$ cat config.mk
export PLATFORM = sky130hd
export DESIGN_NAME = regfile_write_scheduler
export DESIGN_NICKNAME = d
export VERILOG_FILES = /design/src/rtl/regfile_write_scheduler.sv
export SDC_FILE = /design/constraint.sdc
export NUM_CORES = 1
export LEC_CHECK = 0
export CAP_MARGIN = 20
export CORE_UTILIZATION = 40
export DETAILED_ROUTE_END_ITERATION = 6
export HOLD_SLACK_MARGIN = 0.15
export PLACE_DENSITY = 0.78
export SETUP_SLACK_MARGIN = 0.4
export SYNTH_ARGS = -nofsm -noshare
export SYNTH_HDL_FRONTEND = slang
export SYNTH_SLANG_ARGS = --single-unit
export TNS_END_PERCENT = 100
$ cat constraint.sdc
create_clock -name clk -period 1.55 [get_ports clk]
set_clock_uncertainty 0.2 [all_clocks]
set_input_delay 0.155 -clock clk [delete_from_list [all_inputs] [get_ports clk]]
set_output_delay 0.155 -clock clk [all_outputs]
set_load 0.05 [all_outputs]
$ cat src/rtl/regfile_write_scheduler.sv
`default_nettype none
// ============================================================================
// Module   : regfile_write_scheduler
// Purpose  : Round-robin arbiter sharing the register file write port between
//            NUM_REQ writeback requesters, plus a per-register pending-write
//            scoreboard for read-after-write hazard detection.
// Revision : 1.0 - initial release
// ============================================================================
module regfile_write_scheduler #(
    parameter int WIDTH   = 32,
    parameter int DEPTH   = 5,
    parameter int NUM_REQ = 2
) (
    input  logic                     clk,
    input  logic                     reset,
    input  logic [NUM_REQ-1:0]       req_valid,
    output logic [NUM_REQ-1:0]       req_ready,
    input  logic [NUM_REQ*DEPTH-1:0] req_index,
    input  logic [NUM_REQ*WIDTH-1:0] req_data,
    output logic                     write_enable,
    output logic [DEPTH-1:0]         write_index,
    output logic [WIDTH-1:0]         write_data,
    input  logic                     reserve_valid,
    input  logic [DEPTH-1:0]         reserve_index,
    output logic [(2**DEPTH)-1:0]    busy
);

    localparam int PTR_W   = (NUM_REQ > 1) ? $clog2(NUM_REQ) : 1;
    localparam int NUM_REG = 2 ** DEPTH;

    logic [PTR_W-1:0]   ptr_q,          ptr_d;
    logic               write_enable_q, write_enable_d;
    logic [DEPTH-1:0]   write_index_q,  write_index_d;
    logic [WIDTH-1:0]   write_data_q,   write_data_d;
    logic [NUM_REG-1:0] busy_q,         busy_d;

    logic               grant_any;
    logic [PTR_W-1:0]   grant_idx;
    logic [NUM_REQ-1:0] grant_oh;
    logic [DEPTH-1:0]   sel_index;
    logic [WIDTH-1:0]   sel_data;

    // Search ptr, ptr+1, ... with wrap; the first valid requester wins.
    always_comb begin
        logic [PTR_W:0] k;
        k         = '0;
        grant_any = 1'b0;
        grant_idx = '0;
        for (int j = 0; j < NUM_REQ; j++) begin
            k = {1'b0, ptr_q} + (PTR_W+1)'(j);
            if (k >= (PTR_W+1)'(NUM_REQ)) begin
                k = k - (PTR_W+1)'(NUM_REQ);
            end
            if (!grant_any && req_valid[k[PTR_W-1:0]]) begin
                grant_any = 1'b1;
                grant_idx = k[PTR_W-1:0];
            end
        end
        if (reset) begin
            grant_any = 1'b0;
        end
        grant_oh = '0;
        if (grant_any) begin
            grant_oh[grant_idx] = 1'b1;
        end
    end

    always_comb begin
        sel_index = req_index[grant_idx*DEPTH +: DEPTH];
        sel_data  = req_data[grant_idx*WIDTH +: WIDTH];
    end

    always_comb begin
        ptr_d          = ptr_q;
        write_enable_d = 1'b0;
        write_index_d  = write_index_q;
        write_data_d   = write_data_q;
        if (grant_any) begin
            ptr_d = (grant_idx == PTR_W'(NUM_REQ - 1)) ? '0 : grant_idx + 1'b1;
            // Register 0 is hard-wired zero: the grant is consumed but nothing is written.
            write_enable_d = (sel_index != '0);
            write_index_d  = sel_index;
            write_data_d   = sel_data;
        end
    end

    // Clear first, then set, so a new reservation beats a retiring write.
    always_comb begin
        busy_d = busy_q;
        if (write_enable_q) begin
            busy_d[write_index_q] = 1'b0;
        end
        if (reserve_valid && (reserve_index != '0)) begin
            busy_d[reserve_index] = 1'b1;
        end
        busy_d[0] = 1'b0;
    end

    always_ff @(posedge clk) begin
        if (reset) begin
            ptr_q          <= '0;
            write_enable_q <= 1'b0;
            write_index_q  <= '0;
            write_data_q   <= '0;
            busy_q         <= '0;
        end else begin
            ptr_q          <= ptr_d;
            write_enable_q <= write_enable_d;
            write_index_q  <= write_index_d;
            write_data_q   <= write_data_d;
            busy_q         <= busy_d;
        end
    end

    assign req_ready    = grant_oh;
    assign write_enable = write_enable_q;
    assign write_index  = write_index_q;
    assign write_data   = write_data_q;
    assign busy         = busy_q;

endmodule
`default_nettype wire
; Word level (Yosys, flattened, before mapping)
; Cells that the tools add are included.
[classes]
add_sub_neg = 4
multipliers = 1
order_cmp = 10
shifts = 2
n_mux = 21
n_bitwise = 4
n_reduce_logical = 9
[ops]
columns = op, count
row1 = $mux W32, 2
row2 = $shiftx A64 B7 Y32, 1
row3 = $and A32 B32 Y32, 1
row4 = $not A32 Y32, 1
row5 = $or A32 B32 Y32, 1
row6 = $mux W1, 15
row7 = $lt A5 B6 Y1 const B, 2
row8 = $demux W1 S5, 2
row9 = $ge A5 B1 Y1 const B, 2
row10 = $reduce_bool A5 Y1, 2
row11 = $shiftx A10 B5 Y5, 1
row12 = $lt A1 B2 Y1 const B, 3
row13 = $logic_and A1 B1 Y1, 5
row14 = $mul A1 B3 Y4 const B, 1
row15 = $add A1 B1 Y2 const B, 1
row16 = $ge A1 B2 Y1 const B, 1
row17 = $ge A2 B2 Y1 const B, 1
row18 = $mux W2, 1
row19 = $reduce_or A2 Y1, 1
row20 = $sub A1 B1 Y1 const B, 2
row21 = $add A1 B1 Y1 const B, 1
row22 = $demux W1 S1, 1
row23 = $ge A1 B1 Y1 const B, 1
row24 = $logic_not A1 Y1, 1
row25 = $not A1 Y1, 1
[word_totals]
regBits = 71
in_bits = 84
out_inout_bits = 72
elab_cells = 57

; Depth between registers and ports, before layout
[depth]
word_depth = 13
depth_mapped = 5
depth_no_buf = 3

; Worst setup path after synthesis
; OpenSTA, ideal clock, no wires.
[synth_path]
path_type = register to output
start = reg ptr_q
end = out req_ready[1]
arrival_time_ns = 1.683
t_required_ns = 1.195
slack_ns = -0.488
stages_incl_launch_ff = 4
path_buffers = 1
cell_sequence = dfxtp_1 > buf_6 > and2b_1 > nor3_1
[synth_between]
elab_chain_cells = 13
elab_cells_between_ends = 24
classes_between = add/sub (3) / order compare (4) / mux (14) / reduce/logical (3)
[synth_lines]
columns = item, line_no
row1 = start: declaration, 31  ; logic [PTR_W-1:0] ptr_q, ptr_d;
row2 = start signal: assignment, 107  ; ptr_q <= ptr_d;
row3 = $ge A1 B2 Y1 or $sub A1 B1 Y1 (tied branches), "51, 52"
row4 = $mux W1, 51  ; if (k >= (PTR_W+1)'(NUM_REQ)) begin
row5 = $mux W1 (implied by the code) (2 in a row), 54  ; if (!grant_any && req_valid[k[PTR_W-1:0]]) begin
row6 = $mux W1, 54
row7 = $logic_not A1 Y1, 54
row8 = $logic_and A1 B1 Y1, 54
row9 = $mux W1, 54
row10 = $lt A1 B2 Y1 (implied by the code) or $ge A1 B1 Y1 (tied branches), 64  ; grant_oh[grant_idx] = 1'b1;
row11 = $logic_and A1 B1 Y1 (implied by the code), 64
row12 = $mux W1 (implied by the code), 64
row13 = $demux W1 S1, 64
row14 = $mux W2 *, 63  ; if (grant_any) begin
row15 = end: declaration, 17  ; output logic [NUM_REQ-1:0] req_ready,
; Every way passes the cells marked *; elsewhere a longest branch is shown, timed or not. The select of a mux whose other input is x is not followed.

; Worst setup path after layout
[layout_path]
start = reg ptr_q
end = reg write_index_q[0] (netlist: write_index[0])
[layout_between]
elab_chain_cells = 10
elab_cells_between_ends = 20
classes_between = add/sub (3) / mul (1) / order compare (2) / shift (1) / mux (11) / reduce/logical (2)
[layout_lines]
columns = item, line_no
row1 = $ge A1 B2 Y1 or $sub A1 B1 Y1 (tied branches), "51, 52"
row2 = $mux W1, 51
row3 = $mux W1 (implied by the code) (2 in a row), 54
row4 = $mux W1, 54
row5 = $logic_not A1 Y1, 54
row6 = $logic_and A1 B1 Y1, 54
row7 = $mux W1, 54
row8 = $mul A1 B3 Y4, 69  ; sel_index = req_index[grant_idx*DEPTH +: DEPTH];
row9 = $shiftx A10 B5 Y5, 69
row10 = end signal: assignment, 109  ; write_index_q <= write_index_d;
row11 = end: declaration, 33  ; logic [DEPTH-1:0] write_index_q, write_index_d;
; Parallel ways exist; a longest one is shown, timed or not. The select of a mux whose other input is x is not followed.
; A chain may end at the register's enable or synchronous reset.

==> flow_metrics.tcl <==
set metrics [dict create \
    die_area_sq_um 8800 \
    drv_cap 0 \
    path_class "reg2reg" \
    yosysWarnings 0 \
    syn-num-nets 504 \
    syn_area_sq_um 3370 \
    place_hpwl_um 8150 \
    finalWirelength_um 16700 \
    initial_core_util 0.413 \
    crit_buf_inv 3 \
    endpoint_kind "flop" \
    max_stage_delay_ps 360 \
    nFillCells 321 \
    synth-seq-cells 70 \
    fin_nets 714 \
    syn_to_final_growth_pct 116 \
    synth_edf_count 0 \
    synth_area_leaders "dfxtp_1 42%, o221a_2 10%, a21oi_1 9.5%" \
    antenna_found_initial 0 \
    ys_types 35 \
    max_freq_ghz 0.609 \
    power_mw 5.67 \
    netlist.top_cell.by_area "dfxtp_1" \
    setup-tns-final_ps -474 \
    grt_pass1_wl_um 21000 \
    num_vias 4533 \
    synth_most_common_cell "dfxtp_1" \
    worstSkewPairLatency_ps 350 \
    cp-start-kind "flop" \
    rows 33 \
    outcome "complete, but fails checks" \
    place_congestion 0.938 \
    gr-total-overflow 0 \
    rsz0062_at_grt "yes" \
    core_sq_um 8180 \
    route.detailed.drc 0 \
    path_max_fanout 5 \
    grt_usage 0.310 \
    cp_top_family "compound AO/OA/AOI/OAI gates" \
    path_clk_slew_ps 80 \
    hp-class "in2reg" \
    leakage_nw 2.88 \
    fin_crit_ps 1640 \
    finalHoldViolCount 0 \
    maxSlewViolCount 0 \
    whs_ps 99.2 \
    final_area_sq_um 7280 \
    cts_buffers 9 \
    ant_nets 0 \
    drt_iter0_drc 332 \
    yosys_most_used_dff "dfxtp_1" \
    pre_cts_slack_ps -165 \
    post_dp_cell_area_sq_um 5860 \
    diodes 0 \
    fin_crit_sh 1.06 \
    cts_root_buf "clkbuf_8" \
    crit_path_top_delay_cell "dfxtp_4" \
    ir_worst_vdd_uv 695 \
    cp.required_ps 1560 \
    grt_max_degree 52 \
    fin_ws_ps -93.0 \
    place.port_buffers 154 \
    timing.critical_path.arrival_ps 1650 \
    cpMostUsedCell "buf_4" \
    grt_pass1_vias 4215 \
    finalSetupViolCount 11 \
    violations "setup timing" \
    power.density_nw_per_um2 778 \
    async_flop_share 0 \
    ioPinCount 156 \
    fp.dieH_um 93.8 \
    post-synth-top-area-fraction 0.415 \
    syn_inst 420 \
    synth_seq_area_share 0.415 \
    cts_tree "yes" \
    drive_above_1_share 0.529 \
    die_w_um 93.8 \
    netlist_top_cells_count "70 x dfxtp_1, 64 x a21oi_1, 38 x nor2_1" \
    htreeDepth 3 \
    clk_path_buf_depth 2 \
    path_cells "buf_4 > buf_6 > buf_4 > nand2b_4 > a32oi_2 > o22ai_1" \
    syn_avg_cell_area_sq_um 8.03 \
    first_pass_iters 5 \
    vias_per_cell 6.13 \
    clock-sinks 70 \
    avgRoutedWirePerCell_um 22.6 \
]
[sequential cells by signal, summed over array words and instances (netlist names)]
signal        count
write_index       5
ptr_q             1
busy             31
write_enable      1
write_data       32
[metal layers]
layer,part of all wire,GRT usage,routed length [um]
met2,0.51,0.558,8510
met5,0,0,0
met4,0.053,0.172,885
met3,0.091,0.0955,1520
met1,0.35,0.318,5790
[report_power, final]
group          internal (mW)  leakage, nW  switching (mW)
clock                  0.844        0.108           0.773
sequential              1.89        0.608           0.122
combinational           1.02         2.17            1.01
total                   3.76         2.88            1.91
[kinds of logic (layout without fill, tap and decap cells)]
logic type	after synthesis	count (layout)	synth area share
other cells	1	1	0.00111
simple gates	108	108	0.159
buf+inv	69	284	0.0901
flops	70	70	0.415
compound gates	172	172	0.334
[cells in the final DEF, fill, tap and decap left out, drive strengths merged, types with 5 or more instances in the layout]
master,count
buf,154
clkdlybuf4s50,79
dfxtp,70
a21oi,64
nor2,38
o21ai,36
inv,33
nand2,33
o221a,32
a31oi,32
clkbuf,11
nand3,6
nand3b,5
and3b,5
[repair_timing]
action                     CTS  global route
setup endpoints to repair  140           141
hold endpoints to repair     6             2
gates cloned                 4             0
pin swaps                   32            20
setup buffers               33            19
resized for setup          133            58
[worst paths after layout]
| path | cells past startpoint | slack [ps] | from | to |
|---|---|---|---|---|
| max | 6 | -90 | ptr_q | write_index[0] |
| min | 2 | 100 | reset | write_index[0] |
| max reg2reg | 6 | -90 | ptr_q | write_index[0] |
| min reg2reg | 2 | 280 | busy[17] | busy[17] |
[final cells by class]
type	count	area [sq um]	share of cell area
clock buffers	11	153	0.0210
clock inverters	5	57.6	0.00790
inverters	33	124	0.0170
multi-input cells	281	2150	0.296
flip-flops and latches	70	1540	0.212
well taps	105	131	0.0180
repair buffers	235	3120	0.428
[stage by stage]
step | cells | utilization
4_1_cts | 721 | 0.834
3_5_place_dp | 668 | 0.717
3_3_place_gp | 668 | 0.717
5_1_grt | 740 | 0.891
6_report | 740 | 0.891
2_1_floorplan | 420 | -
No activity file was read; power rests on OpenSTA's default activity.
